File: config.mk
export PLATFORM = sky130hd
export DESIGN_NAME = card_deal_scheduler_flat
export DESIGN_NICKNAME = d
export VERILOG_FILES = /design/src/rtl/blackjack_pkg.sv /design/src/rtl/card_deal_scheduler_if.sv /design/src/rtl/card_source.sv /design/src/rtl/card_deal_scheduler.sv /design/src/flat_wrapper.sv
export SDC_FILE = /design/constraint.sdc
export NUM_CORES = 1
export LEC_CHECK = 0
export CAP_MARGIN = 20
export CELL_PAD_IN_SITES_DETAIL_PLACEMENT = 1
export CELL_PAD_IN_SITES_GLOBAL_PLACEMENT = 1
export CORE_ASPECT_RATIO = 1.25
export CORE_MARGIN = 2
export CORE_UTILIZATION = 47
export CTS_CLUSTER_DIAMETER = 100
export CTS_CLUSTER_SIZE = 28
export DETAILED_ROUTE_END_ITERATION = 10
export PLACE_DENSITY_LB_ADDON = 0.1
export SYNTH_ARGS = -nofsm -noshare
export SYNTH_HDL_FRONTEND = slang
export SYNTH_HIERARCHICAL = 1
export SYNTH_SLANG_ARGS = --single-unit
File: constraint.sdc
create_clock -name clock -period 4.85 [get_ports clock]
set_input_delay 0.97 -clock clock [delete_from_list [all_inputs] [get_ports clock]]
set_output_delay 0.97 -clock clock [all_outputs]
set_load 0.05 [all_outputs]
File: src/rtl/blackjack_pkg.sv
// Shared definitions for the blackjack table: card codes, dealing FSM encoding
// and the mapping from a raw 4-bit draw to a card code.
package blackjack_pkg;

    localparam logic [3:0] CARD_NONE = 4'd0;
    localparam logic [3:0] CARD_ACE  = 4'd10;
    localparam logic [3:0] CARD_TEN  = 4'd11;

    typedef enum logic [2:0] {
        ST_IDLE    = 3'd0,
        ST_SHUFFLE = 3'd1,
        ST_DRAW    = 3'd2,
        ST_PRESENT = 3'd3,
        ST_SERVE   = 3'd4
    } deal_state_t;

    // Nibble 15 has no card; the caller treats CARD_NONE as "draw again".
    function automatic logic [3:0] map_draw(input logic [3:0] r);
        if (r <= 4'd7)
            map_draw = r + 4'd2;
        else if (r <= 4'd11)
            map_draw = CARD_TEN;
        else if (r <= 4'd14)
            map_draw = CARD_ACE;
        else
            map_draw = CARD_NONE;
    endfunction

endpackage

File: src/rtl/card_deal_scheduler_if.sv
// Request/ack bundle between the hit/stay front end, the game FSM and the deal scheduler.
interface card_deal_scheduler_if;

    logic       new_round;
    logic       player_req;
    logic       dealer_req;
    logic       card_ack;
    logic [3:0] card_out;
    logic       card_valid;
    logic       card_to_dealer;
    logic       initial_done;
    logic       deal_busy;
    logic       shuffling;
    logic [5:0] cards_left;

    modport master (
        output new_round, player_req, dealer_req, card_ack,
        input  card_out, card_valid, card_to_dealer, initial_done,
               deal_busy, shuffling, cards_left
    );

    modport slave (
        input  new_round, player_req, dealer_req, card_ack,
        output card_out, card_valid, card_to_dealer, initial_done,
               deal_busy, shuffling, cards_left
    );

endinterface

File: src/rtl/card_source.sv
// Pseudo-random card source: 16-bit Fibonacci LFSR (taps 16,14,13,11, shift left)
// whose low nibble is mapped to a card code; card_ok is low when a redraw is needed.
module card_source
    import blackjack_pkg::*;
#(
    parameter logic [15:0] LFSR_SEED = 16'hACE1
) (
    input  logic       clock,
    input  logic       reset,
    input  logic       step,
    output logic [3:0] card,
    output logic       card_ok
);

    logic [15:0] lfsr_reg;
    logic [15:0] lfsr_next;
    logic        feedback;

    always_comb begin
        feedback  = lfsr_reg[15] ^ lfsr_reg[13] ^ lfsr_reg[12] ^ lfsr_reg[10];
        lfsr_next = lfsr_reg;
        if (step)
            lfsr_next = {lfsr_reg[14:0], feedback};
    end

    always_ff @(posedge clock) begin
        if (reset)
            lfsr_reg <= LFSR_SEED;
        else
            lfsr_reg <= lfsr_next;
    end

    assign card    = map_draw(lfsr_reg[3:0]);
    assign card_ok = (lfsr_reg[3:0] != 4'hF);

endmodule

File: src/rtl/card_deal_scheduler.sv
// Arbitrates the single card source between player and dealer: opening deal
// P,D,P,D, then one card per request over valid/ack, with shoe reshuffles.
module card_deal_scheduler
    import blackjack_pkg::*;
#(
    parameter logic [15:0] LFSR_SEED      = 16'hACE1,
    parameter int          DECK_SIZE      = 52,
    parameter int          RESHUFFLE_AT   = 15,
    parameter int          SHUFFLE_CYCLES = 8
) (
    input  logic                  clock,
    input  logic                  reset,
    card_deal_scheduler_if.slave  bus
);

    localparam logic [5:0] DECK_FULL  = 6'(DECK_SIZE);
    localparam logic [5:0] LOW_WATER  = 6'(RESHUFFLE_AT);
    localparam logic [7:0] SHUF_LAST  = 8'(SHUFFLE_CYCLES - 1);

    deal_state_t state_reg, state_next;
    logic [1:0]  slot_reg, slot_next;
    logic        opening_reg, opening_next;
    logic        pending_dealer_reg, pending_dealer_next;
    logic [7:0]  shuffle_cnt_reg, shuffle_cnt_next;
    logic [5:0]  cards_left_reg, cards_left_next;
    logic [3:0]  card_out_reg, card_out_next;
    logic        card_valid_reg, card_valid_next;
    logic        card_to_dealer_reg, card_to_dealer_next;
    logic        initial_done_reg, initial_done_next;

    logic        src_step;
    logic [3:0]  src_card;
    logic        src_card_ok;

    assign src_step = (state_reg == ST_DRAW) || (state_reg == ST_SHUFFLE);

    card_source #(
        .LFSR_SEED (LFSR_SEED)
    ) u_card_source (
        .clock   (clock),
        .reset   (reset),
        .step    (src_step),
        .card    (src_card),
        .card_ok (src_card_ok)
    );

    always_ff @(posedge clock) begin
        if (reset) begin
            state_reg          <= ST_IDLE;
            slot_reg           <= 2'd0;
            opening_reg        <= 1'b0;
            pending_dealer_reg <= 1'b0;
            shuffle_cnt_reg    <= 8'd0;
            cards_left_reg     <= DECK_FULL;
            card_out_reg       <= CARD_NONE;
            card_valid_reg     <= 1'b0;
            card_to_dealer_reg <= 1'b0;
            initial_done_reg   <= 1'b0;
        end else begin
            state_reg          <= state_next;
            slot_reg           <= slot_next;
            opening_reg        <= opening_next;
            pending_dealer_reg <= pending_dealer_next;
            shuffle_cnt_reg    <= shuffle_cnt_next;
            cards_left_reg     <= cards_left_next;
            card_out_reg       <= card_out_next;
            card_valid_reg     <= card_valid_next;
            card_to_dealer_reg <= card_to_dealer_next;
            initial_done_reg   <= initial_done_next;
        end
    end

    always_comb begin
        state_next          = state_reg;
        slot_next           = slot_reg;
        opening_next        = opening_reg;
        pending_dealer_next = pending_dealer_reg;
        shuffle_cnt_next    = shuffle_cnt_reg;
        cards_left_next     = cards_left_reg;
        card_out_next       = card_out_reg;
        card_valid_next     = card_valid_reg;
        card_to_dealer_next = card_to_dealer_reg;
        initial_done_next   = initial_done_reg;

        case (state_reg)
            ST_IDLE, ST_SERVE: begin
                // new_round outranks requests and abandons any round in progress
                if (bus.new_round) begin
                    initial_done_next   = 1'b0;
                    opening_next        = 1'b1;
                    slot_next           = 2'd0;
                    pending_dealer_next = 1'b0;
                    shuffle_cnt_next    = 8'd0;
                    if (cards_left_reg < LOW_WATER)
                        state_next = ST_SHUFFLE;
                    else
                        state_next = ST_DRAW;
                end else if ((state_reg == ST_SERVE) && (bus.player_req || bus.dealer_req)) begin
                    opening_next        = 1'b0;
                    pending_dealer_next = ~bus.player_req;
                    state_next          = ST_DRAW;
                end
            end
            ST_SHUFFLE: begin
                if (shuffle_cnt_reg == SHUF_LAST) begin
                    cards_left_next = DECK_FULL;
                    state_next      = ST_DRAW;
                end else begin
                    shuffle_cnt_next = shuffle_cnt_reg + 8'd1;
                end
            end
            ST_DRAW: begin
                // Empty shoe: reshuffle, then come back to the same pending draw
                if (cards_left_reg == 6'd0) begin
                    shuffle_cnt_next = 8'd0;
                    state_next       = ST_SHUFFLE;
                end else if (src_card_ok) begin
                    card_out_next       = src_card;
                    card_valid_next     = 1'b1;
                    card_to_dealer_next = pending_dealer_reg;
                    cards_left_next     = cards_left_reg - 6'd1;
                    state_next          = ST_PRESENT;
                end
            end
            ST_PRESENT: begin
                if (bus.card_ack) begin
                    card_valid_next     = 1'b0;
                    card_out_next       = CARD_NONE;
                    card_to_dealer_next = 1'b0;
                    if (opening_reg && (slot_reg != 2'd3)) begin
                        slot_next           = slot_reg + 2'd1;
                        pending_dealer_next = ~slot_reg[0];
                        state_next          = ST_DRAW;
                    end else begin
                        if (opening_reg)
                            initial_done_next = 1'b1;
                        opening_next = 1'b0;
                        state_next   = ST_SERVE;
                    end
                end
            end
            default: begin
                state_next = ST_IDLE;
            end
        endcase
    end

    assign bus.card_out       = card_out_reg;
    assign bus.card_valid     = card_valid_reg;
    assign bus.card_to_dealer = card_to_dealer_reg;
    assign bus.initial_done   = initial_done_reg;
    assign bus.cards_left     = cards_left_reg;
    assign bus.shuffling      = (state_reg == ST_SHUFFLE);
    assign bus.deal_busy      = (state_reg == ST_SHUFFLE) || (state_reg == ST_DRAW) ||
                                (state_reg == ST_PRESENT);

endmodule
File: src/flat_wrapper.sv
// flat-port wrapper written by rule: the top's interface ports become plain ports
module card_deal_scheduler_flat import blackjack_pkg::*;
#(
    parameter logic [15:0] LFSR_SEED      = 16'hACE1,
    parameter int          DECK_SIZE      = 52,
    parameter int          RESHUFFLE_AT   = 15,
    parameter int          SHUFFLE_CYCLES = 8
)
  (clock, reset, bus_new_round, bus_player_req, bus_dealer_req, bus_card_ack, bus_card_out, bus_card_valid, bus_card_to_dealer, bus_initial_done, bus_deal_busy, bus_shuffling, bus_cards_left);
  card_deal_scheduler_if bus_i ();
  input  logic clock;
  input  logic reset;
  input wire logic [$bits(bus_i.new_round)-1:0] bus_new_round;
  input wire logic [$bits(bus_i.player_req)-1:0] bus_player_req;
  input wire logic [$bits(bus_i.dealer_req)-1:0] bus_dealer_req;
  input wire logic [$bits(bus_i.card_ack)-1:0] bus_card_ack;
  output wire logic [$bits(bus_i.card_out)-1:0] bus_card_out;
  output wire logic [$bits(bus_i.card_valid)-1:0] bus_card_valid;
  output wire logic [$bits(bus_i.card_to_dealer)-1:0] bus_card_to_dealer;
  output wire logic [$bits(bus_i.initial_done)-1:0] bus_initial_done;
  output wire logic [$bits(bus_i.deal_busy)-1:0] bus_deal_busy;
  output wire logic [$bits(bus_i.shuffling)-1:0] bus_shuffling;
  output wire logic [$bits(bus_i.cards_left)-1:0] bus_cards_left;
  assign bus_i.new_round = bus_new_round;
  assign bus_i.player_req = bus_player_req;
  assign bus_i.dealer_req = bus_dealer_req;
  assign bus_i.card_ack = bus_card_ack;
  assign bus_card_out = bus_i.card_out;
  assign bus_card_valid = bus_i.card_valid;
  assign bus_card_to_dealer = bus_i.card_to_dealer;
  assign bus_initial_done = bus_i.initial_done;
  assign bus_deal_busy = bus_i.deal_busy;
  assign bus_shuffling = bus_i.shuffling;
  assign bus_cards_left = bus_i.cards_left;
  card_deal_scheduler #(.LFSR_SEED(LFSR_SEED), .DECK_SIZE(DECK_SIZE), .RESHUFFLE_AT(RESHUFFLE_AT), .SHUFFLE_CYCLES(SHUFFLE_CYCLES)) u_core (.clock(clock), .reset(reset), .bus(bus_i));
endmodule
==> metrics.md <==
| Metric | Value |
|---|---|
| Outcome | `finished clean` |
| Slew @ Worst Pin | `around 0.73 ns` |
| Die Area | `approximately 0.0055 mm^2` |
| Clock input transition at the sequential cells of the worst setup and hold paths | `0.08 ns` |
| First-pass GRT wire length | `~9 mm` |
| Most frequent cells in the layout | `44 x dfxtp_1, 20 x clkdlybuf4s50_1, 19 x nand2_1, 19 x a21oi_1, 18 x mux2i_1` |
| Commonest non-fill, non-tap cell in the layout | `dfxtp_1` |
| Filler cells | `around 570` |
| Register Area | `881 um^2` |
| Vias after detailed routing | `1911` |
| Tot GR Track Use | `20.9%` |
| Combinational share of power | `48.3%` |
| Drt via density | `~5.8` |
| Chip Height | `slightly above 80 um` |
| Total gr overflow | `0` |
| Largest net degree at the start of global routing | `34` |
| Ports | `21` |
| Crit path required time | `3.88 ns` |
| Crit. End Element | `output pin` |
| Chip width | `66.6 um` |
| Int Pwr | `approximately 0.00092 W` |
| Clock Latency Late Sink | `0.29 ns` |
| Arr. time, crit path | `2.44 ns` |
| Cell count after synthesis | `between 200 and 250` |
| Post-CTS resize count | `0` |
| Core ar. | `around 0.0047 mm^2` |
| Max FO, Critical Path | `16` |
| Slew HR | `51.3%` |
| Clk buf depth | `2` |
| Max_cap viols | `0` |
| H-tree Lvls | `2` |
| Wire length per cell | `16.1 um` |
| Max Clock Skew | `about 0.0057 ns` |
| Setup crit start kind | `flip-flop` |
| Leakage | `0.974 nW` |
| DR iter-0 viols | `53` |
| Clk pwr share | `17.1%` |
| Final Max Slew Viols | `0` |
| Vias in the first global route | `1832` |
| Antenna violations before repair | `0` |
| DRT antenna net count | `0` |
| # diodes | `0` |
| Reg2reg setup slack | `about 2.5 ns` |
| Maximum clock frequency | `293 MHz` |
| Mean area per synthesized cell | `a little over 9 um^2` |
| Num CTS Buffers | `5` |
| Drt drc | `0` |
| RSZ-0062 raised after global routing | `false` |
| Yosys top cell by area | `dfxtp_1` |
| Part of the Yosys area used for sequential elements | `38.3%` |
| Multi-input combinational cell area | `between 0.001 and 0.0015 mm^2` |
| Syn Nets | `261` |
| Clock Sinks | `44` |
| Fin crit share | `around 70%` |
| Switching Fraction | `43.0%` |
| Pwr Total | `0.00162 W` |
| Crit path kind | `flip-flop to output pin` |
| Routed Wire Length | `5.28 mm` |
| Worst VDD drop | `373 uV` |
| CTS tree | `built` |
| Post-CTS Setup Bufs | `0` |
| Max reg flops | `16` |
| Nets | `278` |
| Yosys reg bits | `44` |
| Power Dens Cells | `619 mW/mm^2` |
| Post-layout min period | `3.41 ns` |
| Net Sw Power | `between 0.0006 and 0.0007 W` |
| Final setup violation count | `0` |
| Async set-or-reset flop fraction in the synthesized netlist | `0%` |
| Post-DP HPWL | `3.71 mm` |
| Syn Std Cell Area | `0.00230 mm^2` |
| YS warnings | `6` |
| Tightest Hold Check Type | `flip-flop to flip-flop` |
| Top cells by area, synth | `dfxtp_1 38%, mux2i_1 7.8%, a21oi_1 4.1%` |
| Cell Rows | `28` |
| Top-area cell type share of the netlist area | `38.3%` |
| Main synth FF type | `dfxtp_1` |
| Setup TNS | `0 ns` |
| Initial Utilization | `between 40% and 50%` |
| Share of layout cells above drive strength 1 | `7.49%` |
| CTS root buf | `clkbuf_8` |
| Final hold violations | `0` |
| Drt pass-1 iters | `4` |
| Library cells used by synthesis | `60` |
| Final GP Congestion | `about 0.76` |
| Sequential power share | `34.6%` |
| Post-cts hold buffer count | `0` |
| Synthesis-to-finish area growth | `13.4%` |
| Number of synthesized flops with an enable pin | `0` |
| Port bufs | `20` |
-- power groups by stage --
stage	combinational, W	sequential (W)	clock [W]
5_1_grt	0.000855	0.000575	0.000306
3_5_place_dp	0.000777	0.000567	0
3_3_place_gp	0.000762	0.000563	0
2_1_floorplan	0.000576	0.000626	0
4_1_cts	0.000787	0.000559	0.000288
6_report	0.000781	0.000558	0.000276
-- cell families after synthesis --
family          count (synthesis)  synth area share [%]
simple gates                   92                  23.2
compound gates                 64                  19.1
flops                          44                  38.3
mux                            21                  9.29
buf+inv                        19                  5.05
fa+ha+maj                       6                  3.26
xor+xnor                        3                  1.79
-- area by class of cell --
type | instances | area share [%]
clock inverters | 3 | 1.63
repair buffers | 21 | 7.95
multi-input cells | 186 | 50.0
flip-flops and latches | 44 | 33.7
clock buffers | 5 | 2.64
inverters | 8 | 1.20
well taps | 60 | 2.87
-- critical path, stage by stage, from the launching register on --
cell,delay (ns)
dfxtp_1,0.61
or3b_1,0.52
clkinv_2,0.19
clkdlybuf4s50_1,0.83
-- cell usage after synthesis (all sizes together) (3+ instances only) --
| cell | instances |
|---|---|
| nand2b | 4 |
| mux2 | 3 |
| a31oi | 5 |
| clkbuf | 4 |
| a21oi | 20 |
| or3b | 3 |
| o21ai | 8 |
| inv | 7 |
| o211ai | 3 |
| nor3 | 6 |
| dfxtp | 44 |
| o21bai | 3 |
| and3 | 4 |
| nor3b | 3 |
| xnor2 | 3 |
| buf | 7 |
| nand4 | 4 |
| nor2b | 4 |
| o31ai | 3 |
| a311oi | 4 |
| mux2i | 18 |
| nand2 | 19 |
| nor2 | 15 |
| o21a | 5 |
| a211oi | 4 |
| ha | 6 |
| nand3 | 14 |
-- layer usage --
metal | part of all wire [%] | vias to the layer above | GRT usage (%)
met5 | 0 | - | 0
met1 | 46 | 931 | 26.4
met2 | 51 | 18 | 35.9
met4 | 1.4 | 0 | 6.94
met3 | 1.9 | 8 | 3.79
li1 | - | 954 | -
-- worst paths after layout --
path,from,endpoint,cells after the start
max,u_core/state_reg[0],bus_shuffling,3
min,u_core/slot_reg[1],u_core/slot_reg[1],2
max reg2reg,u_core/state_reg[0],u_core/bus.cards_left[5],6
min reg2reg,u_core/slot_reg[1],u_core/slot_reg[1],2
-- metrics by stage --
stage | hold slack, ns | worst slack (ns) | instance area (um^2) | utilization [%] | cells
after CTS | 0.473 | 1.45 | 2610 | 55.2 | 327
after floorplan | 0.436 | 2.59 | 2300 | - | 249
final | 0.466 | 1.44 | 2610 | 55.2 | 327
after global placement | 0.449 | 1.81 | 2500 | 52.9 | 319
after detailed placement | 0.458 | 1.78 | 2500 | 52.9 | 319
after global routing | 0.503 | 1.33 | 2610 | 55.2 | 327
(Power assumes the default switching activity.)
